==> config.mk <==
export PLATFORM = sky130hd
export DESIGN_NAME = me_pad_if
export DESIGN_NICKNAME = d
export VERILOG_FILES = /design/src/rtl/me_pad_if_pkg.sv /design/src/rtl/me_res_ser.sv /design/src/rtl/me_pad_if.sv
export SDC_FILE = /design/constraint.sdc
export NUM_CORES = 1
export LEC_CHECK = 0
export CAP_MARGIN = 20
export CORE_ASPECT_RATIO = 1.25
export CORE_UTILIZATION = 47
export CTS_CLUSTER_DIAMETER = 60
export CTS_CLUSTER_SIZE = 16
export DETAILED_ROUTE_END_ITERATION = 8
export PLACE_DENSITY = 0.89
export SYNTH_ARGS = -nofsm -noshare
export SYNTH_HDL_FRONTEND = slang
export SYNTH_SLANG_ARGS = --single-unit
==> constraint.sdc <==
create_clock -name clk -period 2.2 [get_ports clk]
set_clock_uncertainty 0.05 [all_clocks]
set_input_delay 0.55 -clock clk [delete_from_list [all_inputs] [get_ports clk]]
set_output_delay 0.55 -clock clk [all_outputs]
set_load 0.01 [all_outputs]
==> src/rtl/me_pad_if_pkg.sv <==
// Shared constants, serializer state encoding and packet-geometry helpers for the pad interface.
// Pure declarations: no latency or backpressure of its own.
package me_pad_if_pkg;

  localparam int IN_W_DEF       = 32;
  localparam int WORD_WIDTH_DEF = 8;
  localparam int LOAD_WORDS_DEF = 64;
  localparam int MV_W_DEF       = 5;
  localparam int SAD_W_DEF      = 16;
  localparam int N_LANES_DEF    = 1;

  typedef enum logic [1:0] {
    SER_IDLE,
    SER_START,
    SER_SHIFT
  } ser_state_t;

  function automatic int pkt_width(input int mv_w, input int sad_w);
    return 2 * mv_w + sad_w;
  endfunction

  // Chunks needed to carry pkt_w bits over the given number of lanes (rounded up).
  function automatic int num_chunks(input int pkt_w, input int lanes);
    return (pkt_w + lanes - 1) / lanes;
  endfunction

endpackage

==> src/rtl/me_res_ser.sv <==
// Result serializer: frames {mvx, mvy, sad} as one all-ones start cycle followed by NB MSB-first chunks.
// Output appears the cycle after capture; res_ready is high only while idle, so results wait upstream.
module me_res_ser
  import me_pad_if_pkg::*;
#(
  parameter int MV_W    = MV_W_DEF,
  parameter int SAD_W   = SAD_W_DEF,
  parameter int N_LANES = N_LANES_DEF
) (
  input  logic               clk,
  input  logic               rst_n,
  input  logic [MV_W-1:0]    res_mvx,
  input  logic [MV_W-1:0]    res_mvy,
  input  logic [SAD_W-1:0]   res_sad,
  input  logic               res_valid,
  output logic               res_ready,
  output logic [N_LANES-1:0] serial_out
);

  localparam int PKT_W = pkt_width(MV_W, SAD_W);
  localparam int NB    = num_chunks(PKT_W, N_LANES);
  localparam int SR_W  = NB * N_LANES;
  localparam int CNT_W = $clog2(NB + 1);

  ser_state_t         state, state_nxt;
  logic [SR_W-1:0]    shift_reg;
  logic [CNT_W-1:0]   chunk_cnt;
  logic [PKT_W-1:0]   pkt;
  logic               capture;
  logic               last_chunk;

  assign pkt        = {res_mvx, res_mvy, res_sad};
  assign last_chunk = (chunk_cnt == CNT_W'(NB - 1));

  always_comb begin
    state_nxt  = state;
    res_ready  = 1'b0;
    serial_out = '0;
    capture    = 1'b0;
    case (state)
      SER_IDLE: begin
        res_ready = 1'b1;
        if (res_valid) begin
          capture   = 1'b1;
          state_nxt = SER_START;
        end
      end
      SER_START: begin
        serial_out = '1;
        state_nxt  = SER_SHIFT;
      end
      SER_SHIFT: begin
        serial_out = shift_reg[SR_W-1 -: N_LANES];
        if (last_chunk) state_nxt = SER_IDLE;
      end
      default: state_nxt = SER_IDLE;
    endcase
  end

  always_ff @(posedge clk or negedge rst_n) begin
    if (!rst_n) begin
      state     <= SER_IDLE;
      shift_reg <= '0;
      chunk_cnt <= '0;
    end else begin
      state <= state_nxt;
      if (capture) begin
        // Left-justify so any padding lands in the final chunk's low bits.
        shift_reg <= SR_W'(pkt) << (SR_W - PKT_W);
        chunk_cnt <= '0;
      end else if (state == SER_SHIFT) begin
        shift_reg <= shift_reg << N_LANES;
        chunk_cnt <= last_chunk ? '0 : chunk_cnt + CNT_W'(1);
      end
    end
  end

endmodule

==> src/rtl/me_pad_if.sv <==
// Pad interface: registers LOAD_WORDS pixel words per init-started session and serializes core results.
// Pixel path latency 1 with no backpressure; result path holds res_ready low while a frame is on the lanes.
module me_pad_if
  import me_pad_if_pkg::*;
#(
  parameter int IN_W       = IN_W_DEF,
  parameter int WORD_WIDTH = WORD_WIDTH_DEF,
  parameter int LOAD_WORDS = LOAD_WORDS_DEF,
  parameter int MV_W       = MV_W_DEF,
  parameter int SAD_W      = SAD_W_DEF,
  parameter int N_LANES    = N_LANES_DEF
) (
  input  logic               clk,
  input  logic               rst_n,
  input  logic               init,
  input  logic [IN_W-1:0]    input_raw,
  output logic [IN_W-1:0]    pix_data,
  output logic               pix_valid,
  output logic               load_done,
  input  logic [MV_W-1:0]    res_mvx,
  input  logic [MV_W-1:0]    res_mvy,
  input  logic [SAD_W-1:0]   res_sad,
  input  logic               res_valid,
  output logic               res_ready,
  output logic [N_LANES-1:0] serial_out
);

  localparam int CNT_W = $clog2(LOAD_WORDS + 1);

  if (IN_W % WORD_WIDTH != 0) begin : g_bad_width
    $error("IN_W must be a multiple of WORD_WIDTH");
  end

  logic             active;
  logic [CNT_W-1:0] word_cnt;
  logic             last_word;

  assign last_word = (word_cnt == CNT_W'(LOAD_WORDS - 1));

  // init wins over an in-flight session: the aborted session never raises load_done.
  always_ff @(posedge clk or negedge rst_n) begin
    if (!rst_n) begin
      active    <= 1'b0;
      word_cnt  <= '0;
      pix_data  <= '0;
      pix_valid <= 1'b0;
      load_done <= 1'b0;
    end else if (init) begin
      active    <= 1'b1;
      word_cnt  <= '0;
      pix_valid <= 1'b0;
      load_done <= 1'b0;
    end else if (active) begin
      pix_data  <= input_raw;
      pix_valid <= 1'b1;
      load_done <= last_word;
      if (last_word) begin
        active   <= 1'b0;
        word_cnt <= '0;
      end else begin
        word_cnt <= word_cnt + CNT_W'(1);
      end
    end else begin
      pix_valid <= 1'b0;
      load_done <= 1'b0;
    end
  end

  me_res_ser #(
    .MV_W    (MV_W),
    .SAD_W   (SAD_W),
    .N_LANES (N_LANES)
  ) u_res_ser (
    .clk        (clk),
    .rst_n      (rst_n),
    .res_mvx    (res_mvx),
    .res_mvy    (res_mvy),
    .res_sad    (res_sad),
    .res_valid  (res_valid),
    .res_ready  (res_ready),
    .serial_out (serial_out)
  );

endmodule

# Yosys cells after proc, flatten, opt, wreduce, memory -nomap -nowiden
# Cells that the tools add are included.
# Widths: inputs -> output; s select.
totals:
  reg_bits: 75
classes:
  n_addsub: 2
  n_eq_ne: 6
  mux: 22
  bitwise_logic: 1
  n_reduce_logical: 5
op_table:
  columns: ["cell", "count"]
  rows:
  - ["$mux 26", 2]
  - ["$mux 7", 3]
  - ["$mux 5", 3]
  - ["$mux 1", 10]
  - ["$add 7x1->7 const B", 1]
  - ["$eq 7x6->1 const B", 1]
  - ["$pmux 2 s3", 1]
  - ["$add 5x1->5 const B", 1]
  - ["$eq 5x5->1 const B", 1]
  - ["$mux 2", 2]
  - ["$reduce_and 2->1", 2]
  - ["$reduce_bool 2->1", 2]
  - ["$eq 2x1->1 const B", 1]
  - ["$eq 2x2->1 const B", 1]
  - ["$logic_not 2->1", 1]
  - ["$ne 2x1->1 const B", 1]
  - ["$ne 2x2->1 const B", 1]
  - ["$pmux 1 s2", 1]
  - ["$not 1->1", 1]

# Logic depth before layout (Yosys ltp)
# Gate-level depths: netlist of run 1.
depth:
  word_depth: 4
  depth_mapped: 7

# By module
# A second synthesis of run 1 with hierarchy kept.
unflattened:
  cells_unflattened: 273
  area_unflattened_um2: 3331.9
modules_own_cells:
  columns: ["mod", "instances", "cells_per_inst", "area_per_inst_um2"]
  rows:
  - ["me_pad_if", 1, 113, 1679.1]
  - ["me_res_ser", 1, 160, 1652.8]

# Least setup slack after synthesis of run 1
# No wires, ideal clock.
synth_timing:
  path_kind: "register -> output"
  start: "register u_res_ser.state[0]"
  end: "output port serial_out"
  arrival_ns: 1.058
  required_time_ns: 1.600
  path_slack_ns: 0.542
  stages_incl_launch_ff: 6
  path_buffers: 1
  path_cell_list: "dfrtp_1 inv_1 ha_1 buf_2 a21oi_1 nor2b_1"
synth_via:
  elab_chain_len: 2
  elab_cells_between_ends: 3
  cone_classes: "2 x eq/ne; 1 x mux"
synth_lines:
  columns: ["element", "line_no", "rtl"]
  rows:
  - ["start: declaration", "me_res_ser.sv:25", "ser_state_t state, state_nxt;"]
  - ["start signal: assignment", "me_res_ser.sv:66", "state <= state_nxt;"]
  - ["$eq 2x2->1 or $eq 2x1->1 (tied branches)", "me_res_ser.sv:40", "case (state)"]
  - ["$pmux 1 s2 (*)", "me_res_ser.sv:40", null]
  - ["end: declaration", "me_pad_if.sv:25", "output logic [N_LANES-1:0] serial_out"]
# Mark *: on every way between the ends. The rest lies on a longest branch, timed or not.

# Final worst setup path of run 1
# Ends and elaborated chain as after synthesis.

==> Implementation_results.wiki, run 1 <==
{| class="wikitable"
! Metric !! Value
|-
| Outcome || completed
|-
| Hold/Removal Path Class || in -> async
|-
| Cell types with the largest area share after synthesis || sky130_fd_sc_hd__dfrtp_1, sky130_fd_sc_hd__nand2_1, sky130_fd_sc_hd__mux2i_1
|-
| Detailed placement HPWL || a little over 5000 um
|-
| Initial antenna violation count || 0
|-
| Vias in the first global route || between 2000 and 3000
|-
| Fraction of synthesized cell area taken by the top area cell type || 0.568
|-
| Die Wd || slightly below 80 um
|-
| Largest fanout on the critical path || 3
|-
| Arrival time reported for the critical path endpoint || 1.51 ns
|-
| Floorplan die area || 7370 um^2
|-
| Port buffer count || 97
|-
| Worst-case setup margin in the final layout || 0.0941 ns
|-
| # IOs || 98
|-
| Clock transition at the register clock pins on the worst setup and hold paths after CTS || approximately 0.080 ns
|-
| Post-route setup TNS || 0 ns
|-
| Overflow left after global routing || 0
|-
| Post-synthesis sequential element count || 75
|-
| Remaining antenna violation count after routing || 0
|-
| Area added between synthesis and finish || 39.3%
|-
| Number of nets at the end of the flow || 504
|-
| Fraction of layout instances using a drive strength above 1 || 0.0705
|-
| Number of post-CTS setup repair buffers || 0
|-
| Minimum clock period after layout || between 2 and 2.5 ns
|-
| Netlist area before placement || 3300 um^2
|-
| Clock latency at the later pin of the worst-skew pair || about 0.34 ns
|-
| Initial detailed-routing violation count || 155
|-
| Xor and xnor fraction of the mapped netlist area || 0.00531
|-
| Via count of the routed design || 2650
|-
| Clock tree from TritonCTS || built
|-
| Post-synthesis simple-gate area fraction || 0.210
|-
| Compound-cell area share of the yosys netlist || 0.0671
|-
| Post-synth net total || 407
|-
| # rows || 33
|-
| Antenna diode count || 0
|-
| Ys flop type || sky130_fd_sc_hd__dfrtp_1
|-
| WHS || about 0.090 ns
|-
| First-pass GRT wire length || 12400 um
|-
| Post-synthesis mux area share || 0.0890
|-
| Endpoint class of the critical path || primary output
|-
| Terminus of the critical flop-to-flop path || u_res_ser.chunk_cnt[3]$_DFFE_PN0P_
|-
| Clock Tree Buf Depth || 2
|-
| Slack of the worst reg-to-reg path || 0.36 ns
|-
| Synthesized instance count || 338
|-
| Relative slew margins || 0.655
|-
| Standby leakage power || between 2 and 2.5 nW
|-
| Met3 track demand over resource in global routing || 0.0607
|-
| Worst-Margin Slew || ~0.52 ns
|-
| Count of TritonRoute iterations in the first routing pass || 6
|-
| Flip-flop count of the largest register, all copies and words added || 32
|-
| Clock tree sinks || 75
|-
| Number of clock buffers inserted by TritonCTS || 9
|-
| Kind of start point of the critical path || flop
|-
| Total Wirelength || 7370 um
|-
| Initial core utilization || 0.494
|-
| Number of flops mapped to enable cells by yosys || 0
|-
| Cell variety after synth || 32
|-
| Via-to-Cell Ratio || between 5 and 6
|-
| Fraction of registers with async set/reset || 1.00
|-
| Dominant combinational cell family by area after synthesis || simple AND/OR/NAND/NOR gates
|-
| Placeable Area || 6690 um^2
|-
| Number of design rule violations left after detail routing || 0
|-
| Overall track demand over capacity in global routing || 0.216
|-
| Mean instance size in the synthesized netlist || 9.77 um^2
|-
| Kind of critical path || reg -> out
|-
| Maximum clock frequency || 0.475 GHz
|-
| Largest area contributor in the synthesized netlist || sky130_fd_sc_hd__dfrtp_1
|-
| Max-cap viol count || 0
|-
| Share of the yosys chip area belonging to registers || 0.568
|-
| Power density over cell area || ~950 nW/um^2
|-
| Number of cell instances on the worst register-to-register path || 6
|-
| Required arrival time at the worst endpoint || 1.60 ns
|-
| Maximum level of the CTS H-tree || 3
|-
| Clock Tree Root || sky130_fd_sc_hd__clkbuf_8
|-
| Post-synthesis share of cell area spent on full adders, half adders and majority gates || 0.0265
|-
| Placer congestion estimate || 0.749
|-
| RSZ-0062 raised after global routing || false
|-
| Die outline height || roughly 96 um
|-
| Layer with the highest usage || met2
|-
| Total count of max-transition violations in the final report || 0
|-
| Average wire length per cell after detail routing || 14.0 um
|-
| Part of the cycle the worst path needs || 0.957
|-
| Utilization after layout || 0.687
|-
| Maximum number of pins on one net before global-route repair || 39
|-
| Total number of yosys warnings || 0
|-
| Worst flop-to-flop path startpoint || u_res_ser.state[0]$_DFFE_PN0P_
|-
| Place WS || 0.184 ns
|-
| Fin. Hold Viols || 0
|-
| Worst vdd rail ir drop || 634 uV
|-
| Setup violations, final || 0
|-
| Grt met1 use || 0.252
|-
| M2 GR Usage || 0.390
|}
[stage by stage]
stage	power, mW	instances	instance area (um^2)
floorplan	2.72	338	3300
global placement	3.17	511	4380
detailed placement	3.26	511	4380
CTS	4.43	527	4600
global route	4.68	527	4600
finish	4.37	527	4600
[worst max path at each step]
stage	slack, ns	start	endpoint
4_1_cts	0.06	u_res_ser.state[0]$_DFFE_PN0P_	serial_out
5_1_grt	0.01	u_res_ser.state[0]$_DFFE_PN0P_	serial_out
3_3_place_gp	0.27	u_res_ser.state[0]$_DFFE_PN0P_	serial_out
6_report	0.09	u_res_ser.state[0]$_DFFE_PN0P_	serial_out
2_1_floorplan	0.54	u_res_ser.state[0]$_DFFE_PN0P_	serial_out
3_5_place_dp	0.18	u_res_ser.state[0]$_DFFE_PN0P_	serial_out
[worst max-delay path, stage by stage, from the launching register on]
cell                            delay (ns)
sky130_fd_sc_hd__dfrtp_1              0.40
sky130_fd_sc_hd__inv_2                0.07
sky130_fd_sc_hd__ha_1                 0.29
sky130_fd_sc_hd__nor2b_1              0.13
sky130_fd_sc_hd__dlygate4sd2_1        0.28
[placed cells by master (no fill, tap or decap), types with 3 or more instances in the layout]
master | netlist | final
sky130_fd_sc_hd__mux2_2 | 3 | 3
sky130_fd_sc_hd__nor2b_1 | 3 | 3
sky130_fd_sc_hd__clkdlybuf4s50_1 | 0 | 94
sky130_fd_sc_hd__nand2b_1 | 4 | 4
sky130_fd_sc_hd__nand3_1 | 4 | 4
sky130_fd_sc_hd__dfrtp_1 | 75 | 75
sky130_fd_sc_hd__clkbuf_8 | 0 | 10
sky130_fd_sc_hd__a21oi_1 | 7 | 7
sky130_fd_sc_hd__ha_1 | 7 | 6
sky130_fd_sc_hd__buf_12 | 0 | 3
sky130_fd_sc_hd__nand4_1 | 3 | 3
sky130_fd_sc_hd__o21ai_0 | 28 | 28
sky130_fd_sc_hd__mux2i_1 | 26 | 26
sky130_fd_sc_hd__nor2_1 | 6 | 6
sky130_fd_sc_hd__inv_1 | 4 | 3
sky130_fd_sc_hd__buf_4 | 0 | 6
sky130_fd_sc_hd__nand2_1 | 128 | 128
[layer usage]
| layer | routed length [um] | up-vias |
|---|---|---|
| met1 | 2960 | 1263 |
| li1 | - | 1299 |
| met5 | 0 | - |
| met4 | 87 | 0 |
| met3 | 395 | 9 |
| met2 | 3930 | 79 |
[final cells by class]
class / instances / area, um^2
multi-input combinational: 240 / 1320
clock buffer: 12 / 145
tap: 87 / 109
timing repair buffer: 105 / 1060
sequential: 75 / 1880
clock inverter: 4 / 73.8
inverter: 4 / 15.0
fill: 535 / 2090
[cell families (layout without fill, tap and decap cells)]
group / count (synthesis) / after routing
buf+inv: 23 / 125
flops: 75 / 75
simple gates: 161 / 161
fa+ha+maj: 7 / 7
xor+xnor: 2 / 2
compound gates: 41 / 41
mux: 29 / 29
[what timing repair did]
item                       4_1_cts  5_1_grt
pin swaps                        0        0
hold buffers                     0        0
setup endpoints to repair        2        1
resized for setup                2        1
[where the power goes]
part	switching [mW]	internal, mW	leakage (nW)
clock	0.484	0.671	0.111
combinational	0.645	0.651	1.03
sequential	0.207	1.72	0.933
total	1.34	3.04	2.07
[cell usage after synthesis, types with 2 or more instances]
cell type	instances
sky130_fd_sc_hd__nor2b_1	3
sky130_fd_sc_hd__mux2i_1	26
sky130_fd_sc_hd__nand4_1	3
sky130_fd_sc_hd__nor2_1	6
sky130_fd_sc_hd__mux2_2	3
sky130_fd_sc_hd__nand2b_1	4
sky130_fd_sc_hd__nand3_1	4
sky130_fd_sc_hd__a21oi_1	7
sky130_fd_sc_hd__o21ai_0	28
sky130_fd_sc_hd__ha_1	7
sky130_fd_sc_hd__or3_1	2
sky130_fd_sc_hd__nand4b_1	2
sky130_fd_sc_hd__dfrtp_1	75
sky130_fd_sc_hd__buf_2	9
sky130_fd_sc_hd__nand2_1	128
sky130_fd_sc_hd__clkbuf_1	8
sky130_fd_sc_hd__nand3b_1	2
sky130_fd_sc_hd__inv_1	4
sky130_fd_sc_hd__buf_6	2
sky130_fd_sc_hd__nor3b_1	2
sky130_fd_sc_hd__xor2_1	2
Power figures use the tool's default switching activity.
==> run 2, diff against run 1 <==
--- a/config.mk
+++ b/config.mk
@@ -12,6 +12,7 @@
 export CTS_CLUSTER_SIZE = 16
 export DETAILED_ROUTE_END_ITERATION = 8
 export PLACE_DENSITY = 0.89
+export REMOVE_ABC_BUFFERS = 1
 export SYNTH_ARGS = -nofsm -noshare
 export SYNTH_HDL_FRONTEND = slang
 export SYNTH_SLANG_ARGS = --single-unit
==> run 2 against run 1 <==
Count of clock-buffer cells in the layout fell by 2. Global-route usage decreased by 0.13 points. Wire length up 0.33%. Critical path depth grew 1. Die area unchanged. Cell count unchanged. Register-to-register slack barely moved. Via count decreased by 0.26%. Sequential power hardly changed. Flip-flop and latch count stayed put. Combinational power barely moved. Utilization shrank 0.52 points. Critical path type unchanged.
==> Implementation_results.wiki, run 2 (synthesis gave the netlist of run 1 again) <==
{| class="wikitable"
! Metric !! Value
|-
| Maximum clock frequency || 0.478 GHz (+0.73%)
|-
| Overflow left after global routing || 0 (unchanged)
|-
| Power density over cell area || 928 nW/um^2 (-2.5%)
|-
| Via-to-Cell Ratio || 5.02 (-0.26%)
|-
| Number of design rule violations left after detail routing || 0 (unchanged)
|-
| Commonest cells after routing, fill and taps aside || sky130_fd_sc_hd__nand2_1, sky130_fd_sc_hd__clkdlybuf4s50_1, sky130_fd_sc_hd__dfrtp_1
|-
| # IOs || 98 (unchanged)
|-
| Hold/Removal Path Class || reg -> reg
|-
| Fin. Hold Viols || 0 (unchanged)
|-
| Slack of the worst reg-to-reg path || 0.37 ns (about the same)
|-
| Die Wd || 77.0 um (unchanged)
|-
| Required arrival time at the worst endpoint || 1.60 ns (about the same)
|-
| RSZ-0062 raised after global routing || false
|-
| Maximum level of the CTS H-tree || 3 (unchanged)
|-
| Clock network fraction of total power || 0.241 (-0.023)
|-
| Average wire length per cell after detail routing || 14.0 um (+0.33%)
|-
| Floorplan die area || 7370 um^2 (unchanged)
|-
| Worst-case setup margin in the final layout || 0.109 ns (+0.0154 ns)
|-
| Total net switching power || 1.34 mW (+0.65%)
|-
| Worst-Margin Slew || 0.519 ns (+0.00226 ns)
|-
| Part of the cycle the worst path needs || 0.950 (-0.00698)
|-
| Largest fanout on the critical path || 3 (unchanged)
|-
| Final design area excluding fillers || 4560 um^2 (-0.76%)
|-
| Kind of critical path || reg -> out
|-
| Kind of start point of the critical path || flop
|-
| Endpoint class of the critical path || primary output
|-
| Switching share of power || 0.317 (+0.0122)
|-
| Total count of max-transition violations in the final report || 0 (unchanged)
|-
| Clock Tree Root || sky130_fd_sc_hd__clkbuf_8
|-
| Fraction of layout instances using a drive strength above 1 || 0.0705 (unchanged)
|-
| Port buffer count || 97 (unchanged)
|-
| Placer congestion estimate || 0.851 (+14%)
|-
| Total Wirelength || 7390 um (+0.33%)
|-
| Max-cap viol count || 0 (unchanged)
|-
| Overall track demand over capacity in global routing || 0.215 (-0.00130)
|-
| Clock tree from TritonCTS || built
|-
| Post-route insts no fill || 527 (unchanged)
|-
| Via count of the routed design || 2643 (-0.26%)
|-
| Arrival time reported for the critical path endpoint || 1.49 ns (-0.02 ns)
|-
| Number of clock buffers inserted by TritonCTS || 9 (unchanged)
|-
| Minimum clock period after layout || 2.09 ns (-0.0154 ns)
|-
| Flip-flop count of the largest register, all copies and words added || 32 (unchanged)
|-
| Vias in the first global route || 2690 (-0.88%)
|-
| DP Cell Count || 510 (-0.20%)
|-
| Count of TritonRoute iterations in the first routing pass || 4 (-2)
|-
| Post-route setup TNS || 0 ns (unchanged)
|-
| Area added between synthesis and finish || 38.2%
|-
| Remaining antenna violation count after routing || 0 (unchanged)
|-
| Filler cell count || 532 (-0.56%)
|-
| Most common cell after layout, fill and taps aside || sky130_fd_sc_hd__nand2_1
|-
| Setup violations, final || 0 (unchanged)
|-
| # rows || 33 (unchanged)
|-
| Initial antenna violation count || 0 (unchanged)
|-
| Standby leakage power || 2.04 nW (-1.3%)
|-
| Antenna diode count || 0 (unchanged)
|-
| Placed inst area || 4360 um^2 (-0.46%)
|-
| Number of post-CTS setup repair buffers || 0 (unchanged)
|-
| Initial detailed-routing violation count || 119 (-23%)
|-
| Worst vdd rail ir drop || 789 uV (+24%)
|-
| Relative slew margins || 0.654 (-0.00150)
|-
| Detailed placement HPWL || 5240 um (+2.1%)
|-
| Sequential share of power || 0.453 (+0.013)
|-
| Clock latency at the later pin of the worst-skew pair || 0.34 ns (about the same)
|-
| Internal Power || 2.89 mW (-4.9%)
|-
| First-pass GRT wire length || 12200 um (-1.6%)
|-
| Outcome || completed
|-
| Clock transition at the register clock pins on the worst setup and hold paths after CTS || 0.08 ns (about the same)
|-
| Combinational group share of total power || 0.306 (+0.010)
|-
| Initial core utilization || 0.494 (unchanged)
|-
| Maximum number of pins on one net before global-route repair || 66 (+69%)
|-
| Clock Tree Buf Depth || 2 (unchanged)
|-
| Number of nets at the end of the flow || 504 (unchanged)
|-
| Die outline height || 95.7 um (unchanged)
|-
| Place WS || 0.196 ns (+0.0124 ns)
|-
| Clock tree sinks || 75 (unchanged)
|-
| Placeable Area || 6690 um^2 (unchanged)
|}
## run 2: changes by cell type in the layout (fill, tap and decap cells not counted)
cell / before / now
sky130_fd_sc_hd__clkbuf_8: 10 / 9
sky130_fd_sc_hd__dlygate4sd3_1: 0 / 1
sky130_fd_sc_hd__clkinvlp_4: 0 / 3
sky130_fd_sc_hd__clkbuf_1: 2 / 1
sky130_fd_sc_hd__buf_12: 3 / 2
sky130_fd_sc_hd__bufinv_16: 2 / 1
## run 2: area by class of cell
cell class	instances	area (um^2)	area share
tap	87	109	0.0239
timing repair buffer	105	1050	0.231
sequential	75	1880	0.411
clock buffer	10	128	0.0280
inverter	4	15.0	0.00329
clock inverter	6	66.3	0.0145
multi-input combinational	240	1320	0.288
## run 2: critical path: stages, from the launching register on
cell,delay (ns)
sky130_fd_sc_hd__dfrtp_1,0.37
sky130_fd_sc_hd__inv_1,0.09
sky130_fd_sc_hd__ha_1,0.22
sky130_fd_sc_hd__a21oi_1,0.14
sky130_fd_sc_hd__nor2b_1,0.06
sky130_fd_sc_hd__dlygate4sd2_1,0.28
## run 2: final timing paths
| check | from | end | depth (start not counted) |
|---|---|---|---|
| max reg2reg | u_res_ser.state[0]$_DFFE_PN0P_ | u_res_ser.chunk_cnt[3]$_DFFE_PN0P_ | 6 |
| min reg2reg | pix_data[29]$_DFFE_PN0P_ | pix_data[29]$_DFFE_PN0P_ | 2 |
| max in group asynchronous | rst_n | u_res_ser.shift_reg[0]$_DFFE_PN0P_ | 3 |
| max | u_res_ser.state[1]$_DFFE_PN0P_ | serial_out | 5 |
| min | pix_data[29]$_DFFE_PN0P_ | pix_data[29]$_DFFE_PN0P_ | 2 |
| min in group asynchronous | rst_n | u_res_ser.shift_reg[25]$_DFFE_PN0P_ | 2 |
## run 2: repair_timing
item	4_1_cts	5_1_grt
endpoints found under the setup margin	2	1
hold buffers	1	0
gates resized for setup	2	1
endpoints found under the hold margin	10	0
## run 2: power by group through the flow
stage	sequential, mW	combinational [mW]	clock, mW
6_report	1.92	1.29	1.02
5_1_grt	1.95	1.46	1.11
4_1_cts	1.92	1.31	1.05
3_5_place_dp	1.94	1.32	0
3_3_place_gp	1.92	1.23	0
2_1_floorplan	1.91	0.770	0
## run 2: metal layers
layer,track usage,share of wire,up-vias
met5,0,0,-
met4,0.118,0.032,0
met3,0.0464,0.049,21
met2,0.366,0.50,77
met1,0.256,0.42,1241
li1,-,-,1304
## run 2: stage by stage
| step | power, mW | util | hold slack (ns) |
|---|---|---|---|
| 2_1_floorplan | 2.68 | - | 0.204 |
| 4_1_cts | 4.28 | 0.682 | 0.437 |
| 5_1_grt | 4.52 | 0.682 | 0.461 |
| 6_report | 4.23 | 0.682 | 0.430 |
| 3_5_place_dp | 3.26 | 0.652 | 0.351 |
| 3_3_place_gp | 3.15 | 0.652 | 0.347 |
